--- config.mk ---
export PLATFORM = sky130hd
export DESIGN_NAME = branch_resolve_queue
export DESIGN_NICKNAME = d
export VERILOG_FILES = /design/src/rtl/bp_pkg.sv /design/src/rtl/brq_storage.sv /design/src/rtl/branch_resolve_queue.sv
export SDC_FILE = /design/constraint.sdc
export NUM_CORES = 1
export LEC_CHECK = 0
export BUFFER_PORTS_ARGS = -buffer_cell sky130_fd_sc_hd__buf_2
export CORE_MARGIN = 4
export CORE_UTILIZATION = 36
export DETAILED_ROUTE_END_ITERATION = 6
export SKIP_LAST_GASP = 1
export SLEW_MARGIN = 20
export SYNTH_ARGS = -nofsm -noshare
export SYNTH_HDL_FRONTEND = slang
export SYNTH_HIERARCHICAL = 1
export SYNTH_SLANG_ARGS = --single-unit
--- constraint.sdc ---
create_clock -name clk -period 5.6 [get_ports clk]
set_clock_uncertainty 0.05 [all_clocks]
set_input_delay 0.28 -clock clk [delete_from_list [all_inputs] [get_ports clk]]
set_output_delay 0.28 -clock clk [all_outputs]
set_load 0.02 [all_outputs]
--- src/rtl/bp_pkg.sv ---
// Shared types and constants for the branch predictor feedback path.
package bp_pkg;

    localparam int BP_N  = 128;
    localparam int BHR_W = $clog2(BP_N);

    localparam logic [31:0] PC_STEP = 32'd4;

    typedef struct packed {
        logic [31:0]      pc;
        logic             pred_taken;
        logic [BHR_W-1:0] bhr;
    } brq_entry_t;

endpackage

--- src/rtl/brq_storage.sv ---
// Entry array for the branch resolve queue: one write port, one async read port.
module brq_storage
    import bp_pkg::*;
#(
    parameter int DEPTH = 4,
    parameter int W     = $bits(brq_entry_t),
    localparam int AW   = $clog2(DEPTH)
) (
    input  logic          clk,
    input  logic          wr_en,
    input  logic [AW-1:0] wr_addr,
    input  logic [W-1:0]  wr_data,
    input  logic [AW-1:0] rd_addr,
    output logic [W-1:0]  rd_data
);

    // Payloads carry no reset; pointers in the parent decide what is valid.
    logic [W-1:0] mem [DEPTH];

    always_ff @(posedge clk) begin
        if (wr_en) begin
            mem[wr_addr] <= wr_data;
        end
    end

    assign rd_data = mem[rd_addr];

endmodule

--- src/rtl/branch_resolve_queue.sv ---
// In-order queue of predicted branches; resolves against execute outcomes,
// trains the global predictor and raises redirects on mispredicts.
module branch_resolve_queue
    import bp_pkg::*;
#(
    parameter int N     = BP_N,
    parameter int DEPTH = 4,
    localparam int HW   = $clog2(N),
    localparam int AW   = $clog2(DEPTH)
) (
    input  logic          clk,
    input  logic          rst,
    input  logic          push,
    input  logic [31:0]   push_pc,
    input  logic          push_pred_taken,
    input  logic [HW-1:0] push_bhr,
    output logic          full,
    input  logic          resolve,
    input  logic          resolve_taken,
    input  logic [31:0]   resolve_target,
    output logic          is_branch_ex,
    output logic          cmp_out_ex,
    output logic [HW-1:0] bhr_ex,
    output logic          mispredict,
    output logic [31:0]   redirect_pc,
    output logic          err,
    output logic [31:0]   branch_cnt,
    output logic [31:0]   mispred_cnt
);

    // Same layout as brq_entry_t, with the history sized from N.
    typedef struct packed {
        logic [31:0]   pc;
        logic          pred_taken;
        logic [HW-1:0] bhr;
    } entry_t;

    localparam logic [AW:0] DEPTH_CNT = (AW+1)'(DEPTH);

    logic [AW-1:0] head, tail;
    logic [AW:0]   count;
    entry_t        wr_entry, head_entry;
    logic          res_ok, mis, push_ok, err_set;
    logic [31:0]   fix_pc;

    assign full     = (count == DEPTH_CNT);
    assign wr_entry = '{pc: push_pc, pred_taken: push_pred_taken, bhr: push_bhr};

    brq_storage #(.DEPTH(DEPTH), .W($bits(entry_t))) u_storage (
        .clk     (clk),
        .wr_en   (push_ok),
        .wr_addr (tail),
        .wr_data (wr_entry),
        .rd_addr (head),
        .rd_data (head_entry)
    );

    // A mispredicting resolve squashes a same-cycle push as wrong-path, so it is not an error.
    always_comb begin
        res_ok  = resolve && (count != '0);
        mis     = res_ok && (resolve_taken != head_entry.pred_taken);
        push_ok = push && !full && !mis;
        err_set = (push && full && !mis) || (resolve && (count == '0));
        fix_pc  = resolve_taken ? resolve_target : (head_entry.pc + PC_STEP);
    end

    always_ff @(posedge clk or negedge rst) begin
        if (!rst) begin
            head  <= '0;
            tail  <= '0;
            count <= '0;
        end else if (mis) begin
            head  <= tail;
            count <= '0;
        end else begin
            if (push_ok) begin
                tail <= tail + AW'(1);
            end
            if (res_ok) begin
                head <= head + AW'(1);
            end
            count <= count + {{AW{1'b0}}, push_ok} - {{AW{1'b0}}, res_ok};
        end
    end

    always_ff @(posedge clk or negedge rst) begin
        if (!rst) begin
            is_branch_ex <= 1'b0;
            cmp_out_ex   <= 1'b0;
            bhr_ex       <= '0;
            mispredict   <= 1'b0;
            redirect_pc  <= '0;
        end else begin
            is_branch_ex <= res_ok;
            cmp_out_ex   <= res_ok && resolve_taken;
            bhr_ex       <= res_ok ? head_entry.bhr : '0;
            mispredict   <= mis;
            redirect_pc  <= mis ? fix_pc : '0;
        end
    end

    always_ff @(posedge clk or negedge rst) begin
        if (!rst) begin
            err         <= 1'b0;
            branch_cnt  <= '0;
            mispred_cnt <= '0;
        end else begin
            if (err_set) begin
                err <= 1'b1;
            end
            if (res_ok && (branch_cnt != '1)) begin
                branch_cnt <= branch_cnt + 32'd1;
            end
            if (mis && (mispred_cnt != '1)) begin
                mispred_cnt <= mispred_cnt + 32'd1;
            end
        end
    end

endmodule

==> results.yml, run 1 <==
final_layout:
  utilization: 0.458
  area_growth_pct: 25.3
  nets: 1113
  final_layout_size_suffix_gt1_frac: 0.290
detailed_routing:
  viasPerCell: 5.00
  wl_per_cell_um: 18.7
  vias: 7289
  drcViolationCount: 0
  wl_met3_um: 1450
  wl_met2_um: 12900
  dr.pass1.iters: 4
  wl_met1_um: 12300
  drt_iter0_drc: 492
  ant_nets: 0
  top_layer: "met4"
  drt-total-wl_um: 27200
floorplan:
  num_rows: 65
  die_w_um: 187
  core-area_um2: 31600
  die_h_um: 187
  die_area_um2: 35000
  ios: 185
  initial_core_util: 0.365
min_path:
  min_to: "redirect_pc[31]$_DFF_PN0_"
  worstHoldStart: "resolve_target[31]"
  hold_path_class: "input pin to flip-flop"
  min_path_cells: 3
placed_design:
  place_hpwl_um: 17500
  place_ws_ns: 1.60
  port_buffers: 184
  globalplace.congestion: 0.766
clock_tree:
  cts_resized: 0
  clock_sinks: 274
  ctsHtreeMaxLevel: 1
  cts_made_buffers: 30
  clk_pin_slew_ns: 0.06
  cts-root-buf: "clkbuf_16"
  hold_buffers: 71
  cts.path.max_buffers: 3
  cts_tree: "done"
  postCtsSetupRepairBufs: 0
  worstSkewPairLatency_ns: 0.56
setup_path:
  path_buf_inv: 2
  startpoint_type: "flip-flop"
  critPathRequiredTime_ns: 5.95
  crit_family: "simple AND/OR/NAND/NOR gates"
  r2r-end: "count[2]$_DFF_PN0_"
  r2r-start: "head[0]$_DFFE_PN0P_"
  critical-path-max-stage-delay_ns: 0.74
  slowest_stage: "dfrtp_2"
  crit_path_start: "head[0]$_DFFE_PN0P_"
  crit_arrival_ns: 4.24
  crit_fanout: 18
  crit_path_end_kind: "flip-flop"
  worst-setup-path-type: "flip-flop to flip-flop"
  crit_chain: "mux4_2, xor2_1, nand2_1, nand3_1, ha_1, inv_1, ha_1, inv_1, fa_1, xor2_1, xnor2_1, nor2_1"
  rrSetupSlack_ns: 1.71
  r2r_cells: 12
power:
  p_leak_nw: 5.89
  swShare: 0.324
  power.internal_mw: 4.32
  comb_power_share: 0.280
  vdd_ir_drop_max_v: 0.000307
  power_density_nw_per_um2: 442
  seq_power_share: 0.433
  clkPwrFrac: 0.287
  switchingPower_mw: 2.07
synth:
  syn_area_per_cell_um2: 15.1
  ys_warn_count: 6
  synthFlopType: "edfxtp_1"
  synth_cells: 763
  synthArstFlopShare: 0.416
  ys_seq_area_frac: 0.663
  syn-num-nets: 846
  synth_edf_count: 160
  ys_ff_latch: 274
  synth_area_um2: 11500
  ys_types: 52
timing:
  period_share: 0.695
  timing.final.ws_setup_ns: 1.71
  whs_ns: 0.0323
  final_hold_viol_count: 0
  max_slew_margin: 0.402
  worst_slew_pin_slew_ns: 0.896
  setup_tns_ns: 0
  setup_viol: 0
  fmax_ghz: 0.257
  rsz0062_at_grt: "false"
  period_needed_ns: 3.89
  maxSlewViolCount: 0
global_route:
  grt_max_degree: 65
  antenna_found_initial: 1
  grt_pass1_wl_um: 43200
  grt_pass1_vias: 7397
  grt_usage: 0.153
  grt_overflow: 0
flow_run:
  drv_cap: 0
outcome:
  run_status: "complete, no violations"
how the worst max path moves through the flow:
stage | end | slack [ns] | cells past startpoint
floorplan | u_storage/mem[0][0]$_DFFE_PP_ | 0.23 | 8
global placement | count[2]$_DFF_PN0_ | 1.72 | 12
detailed placement | count[2]$_DFF_PN0_ | 1.60 | 12
CTS | count[2]$_DFF_PN0_ | 1.58 | 12
global route | count[2]$_DFF_PN0_ | 1.28 | 12
finish | count[2]$_DFF_PN0_ | 1.71 | 12
power groups by stage:
stage	Clock, mW	Sequential (mW)	Combinational [mW]
2_1_floorplan	0	2.89	1.17
3_3_place_gp	0	2.80	1.77
3_5_place_dp	0	2.81	1.79
4_1_cts	1.88	2.78	1.83
5_1_grt	1.97	2.81	1.97
6_report	1.83	2.76	1.79
worst min-delay path, stage by stage:
cell,delay (ns)
buf_2,0.11
o21ai_0,0.09
a21oi_1,0.12
cells in the mapped netlist, drive strengths merged (2+ instances only):
| cell | instances | share of area |
|---|---|---|
| dfrtp | 114 | 0.25 |
| buf | 18 | 0.015 |
| mux2 | 5 | 0.0049 |
| and4 | 15 | 0.012 |
| nor4 | 11 | 0.0073 |
| edfxtp | 160 | 0.42 |
| inv | 17 | 0.0055 |
| nand4bb | 2 | 0.0038 |
| xnor2 | 64 | 0.049 |
| a21oi | 28 | 0.012 |
| nand2 | 42 | 0.014 |
| a2111oi | 4 | 0.0063 |
| nand4 | 24 | 0.013 |
| ha | 5 | 0.0054 |
| nor2 | 28 | 0.0091 |
| and3b | 2 | 0.0015 |
| nor3 | 21 | 0.010 |
| and2 | 12 | 0.0066 |
| nor2b | 2 | 0.0011 |
| clkbuf | 13 | 0.0042 |
| and3 | 17 | 0.0092 |
| mux4 | 40 | 0.078 |
| mux2i | 5 | 0.0043 |
| xor2 | 27 | 0.020 |
| nand3 | 41 | 0.019 |
| o21ai | 27 | 0.012 |
| a31oi | 2 | 0.0011 |
| nor3b | 3 | 0.0028 |
| a211oi | 5 | 0.0033 |
stage by stage:
| stage | cells | area, µm² | power (mW) |
|---|---|---|---|
| 2_1_floorplan | 763 | 11500 | 4.06 |
| 3_3_place_gp | 1329 | 12900 | 4.58 |
| 3_5_place_dp | 1329 | 12900 | 4.60 |
| 4_1_cts | 1456 | 14500 | 6.49 |
| 5_1_grt | 1457 | 14500 | 6.76 |
| 6_report | 1457 | 14500 | 6.39 |
registers in the layout (all words and copies together), names as in the netlist:
register       cells
cmp_out_ex         1
u_storage/mem    160
tail               2
branch_cnt        32
mispred_cnt       32
err                1
head               2
bhr_ex             7
mispredict         1
is_branch_ex       1
redirect_pc       32
count              3
layout by cell type, fill, tap and decap left out, drive strengths merged, types with 4 or more instances in the layout:
master / synthesis / final
a21oi: 28 / 28
xor2: 27 / 27
buf: 18 / 195
clkinv: 0 / 17
a211oi: 5 / 5
nor3: 21 / 21
mux2: 5 / 5
mux4: 40 / 40
nor4: 11 / 11
mux2i: 5 / 5
and2: 12 / 12
edfxtp: 160 / 160
nand4: 24 / 24
xnor2: 64 / 64
nand3: 41 / 41
and3: 17 / 17
nand2: 42 / 42
dfrtp: 114 / 114
inv: 17 / 17
and4: 15 / 15
nor2: 28 / 28
o21ai: 27 / 27
ha: 5 / 5
dlygate4sd3: 0 / 71
clkbuf: 13 / 38
a2111oi: 4 / 4
layout make-up:
cell class	count	area (µm²)
fillers	2810	17200
repair buffers	266	1720
clock buffers	38	791
clock inverters	18	118
well taps	402	503
flip-flops and latches	274	7660
inverters	17	63.8
multi-input cells	441	3620
diodes	1	2.50
routing by layer:
metal,vias to the layer above,GRT usage
met5,-,0
met4,0,0.0370
met3,40,0.0269
met2,211,0.244
met1,3625,0.221
li1,3413,-
cell families after synthesis:
family	synth area share
DFF	0.663
and+or+nand+nor	0.112
xor gates and xnor gates	0.0690
AOI/OAI and AO/OA	0.0368
muxes	0.0872
buffers and inverters	0.0243
adders and majority gates	0.00715
No activity file was read; power rests on OpenSTA's default activity.
==> run 2: changes to the inputs <==
==> constraint.sdc (replaced) <==
create_clock -name clk -period 3.17 [get_ports clk]
set_clock_uncertainty 0.05 [all_clocks]
set_input_delay 0.1585 -clock clk [delete_from_list [all_inputs] [get_ports clk]]
set_output_delay 0.1585 -clock clk [all_outputs]
set_load 0.02 [all_outputs]
==> run 2 against run 1 <==
Effect of this change:
- first-iteration DRC count up 2.6%
- combinational power up 92%
- count of clock-buffer cells in the layout up 4
- flip-flop and latch count unchanged
- largest power group unchanged
- sequential share of layout area down 1.3 points
- global-route usage about the same
- critical path depth down 3
- final cell count up 1.1%
- total power up 85%
- register-to-register slack worse by 1.4 ns
==> results.yml, run 2 (synthesis results as in run 1) <==
timing:
  maxSlewViolCount: 0
  period_needed_ns: 2.87
  max_slew_margin: 0.382
  worst_slew_pin_slew_ns: 0.926
  setup_tns_ns: 0
  fmax_ghz: 0.349
  whs_ns: 0.0379
  setup_viol: 0
  final_hold_viol_count: 0
  rsz0062_at_grt: "false"
  period_share: 0.905
detailed_routing:
  viasPerCell: 5.00
  wl_per_cell_um: 18.4
  dr.pass1.iters: 5
  vias: 7371
  drt_iter0_drc: 505
  drt-total-wl_um: 27200
  ant_nets: 0
  drcViolationCount: 0
floorplan:
  ios: 185
  core-area_um2: 31600
  num_rows: 65
  die_h_um: 187
  die_w_um: 187
  die_area_um2: 35000
  initial_core_util: 0.365
setup_path:
  r2r-end: "redirect_pc[6]$_DFF_PN0_"
  slowest_stage: "mux4_2"
  crit_fanout: 42
  rrSetupSlack_ns: 0.30
  critPathRequiredTime_ns: 3.55
  r2r-start: "head[0]$_DFFE_PN0P_"
  crit_path_end_kind: "flip-flop"
  critical-path-max-stage-delay_ns: 0.62
  critPathMostFrequentCell: "nor2_1"
  crit_arrival_ns: 3.25
  crit_chain: "buf_12, mux4_2, ha_1, nand3_1, xor2_1, nor2_1, a21oi_1, dlygate4sd3_1, nor2_1"
  worst-setup-path-type: "flip-flop to flip-flop"
  startpoint_type: "flip-flop"
  r2r_cells: 9
clock_tree:
  ctsHtreeMaxLevel: 1
  cts_tree: "done"
  worstSkewPairLatency_ns: 0.55
  hold_buffers: 79
  cts_resized: 0
  clock_sinks: 274
  clk_pin_slew_ns: 0.06
  postCtsSetupRepairBufs: 0
  cts_made_buffers: 29
  cts.path.max_buffers: 3
  cts-root-buf: "clkbuf_16"
final_layout:
  final_layout_size_suffix_gt1_frac: 0.307
  area_growth_pct: 28.4
  nets: 1130
  regMostFlops: "u_storage/mem"
  final_cell_mix: "183 x buf_2, 160 x edfxtp_1, 112 x dfrtp_1, 79 x dlygate4sd3_1, 64 x xnor2_1"
  largest_register_ffs: 160
  utilization: 0.469
  final_area_um2: 14800
  final_common_cell: "buf_2"
min_path:
  min_path_cells: 3
  min_to: "redirect_pc[0]$_DFF_PN0_"
  worstHoldStart: "resolve_taken"
  hold_path_class: "input pin to flip-flop"
placed_design:
  port_buffers: 184
  place_hpwl_um: 17900
  globalplace.congestion: 0.767
  post_dp_cell_area_um2: 13000
power:
  vdd_ir_drop_max_v: 0.000523
  power_density_nw_per_um2: 796
  p_leak_nw: 6.05
outcome:
  run_status: "complete, no violations"
global_route:
  grt_pass1_wl_um: 43400
  grt_overflow: 0
  grt_max_degree: 66
  grt_usage: 0.153
  antenna_found_initial: 1
  grt_pass1_vias: 7592
flow_run:
  drv_cap: 0
[run 2: changes by cell type in the layout (fill, tap and decap cells not counted), moves of 2 or more]
cell,delta
clkbuf_1,-4
bufinv_16,+2
buf_4,+6
inv_6,+2
buf_12,+4
dlygate4sd3_1,+8
clkbuf_8,+9
clkinv_1,-6
clkinv_2,-5
[run 2: routing by layer]
| metal | vias to the layer above | track usage | part of all wire | wire length, µm |
|---|---|---|---|---|
| met3 | 35 | 0.0314 | 0.064 | 1740 |
| met5 | - | 0 | 0 | 0 |
| met2 | 220 | 0.247 | 0.47 | 12700 |
| met4 | 0 | 0.0299 | 0.016 | 421 |
| met1 | 3683 | 0.219 | 0.45 | 12300 |
| li1 | 3433 | - | - | - |
[run 2: worst max-delay path by stage]
stage                             start                       endpoint  slack, ns  cells after the start
finish              head[0]$_DFFE_PN0P_       redirect_pc[6]$_DFF_PN0_       0.30                      9
global placement    head[0]$_DFFE_PN0P_             count[2]$_DFF_PN0_       0.46                     12
floorplan           head[0]$_DFFE_PN0P_  u_storage/mem[0][0]$_DFFE_PP_      -0.10                      8
global route        head[0]$_DFFE_PN0P_       redirect_pc[6]$_DFF_PN0_       0.16                      9
CTS                 head[0]$_DFFE_PN0P_       redirect_pc[6]$_DFF_PN0_       0.28                      9
detailed placement  head[0]$_DFFE_PN0P_             count[2]$_DFF_PN0_       0.42                     12
[run 2: where the power goes]
group,switching (mW),internal (mW)
registers,0.297,4.50
logic,2.03,1.40
clock network,1.40,2.17
total,3.73,8.07
[run 2: critical path, delay by kind of cell, from the launching register on]
kind | cells | cell delay [ns]
and+or+nand+nor | 3 | 0.21
muxes | 1 | 0.62
adders and majority gates | 1 | 0.28
AOI/OAI and AO/OA | 1 | 0.14
buffers and inverters | 2 | 0.89
DFF | 1 | 0.40
xor gates and xnor gates | 1 | 0.15
[run 2: area by class of cell]
class                           count  area [µm²]
Antenna cell                        1        2.50
Sequential cell                   274        7660
Multi-Input combinational cell    441        3640
Clock buffer                       42         875
Fill cell                        2762       16800
Tap cell                          402         503
Timing Repair Buffer              284        1920
Inverter                           17        63.8
Clock inverter                     12         159
[run 2: per-stage QoR]
| step | setup WS, ns | std cells | total power, mW |
|---|---|---|---|
| floorplan | -0.101 | 763 | 7.18 |
| global placement | 0.464 | 1339 | 8.21 |
| detailed placement | 0.421 | 1339 | 8.26 |
| CTS | 0.281 | 1472 | 12.0 |
| global route | 0.162 | 1473 | 12.4 |
| finish | 0.302 | 1473 | 11.8 |
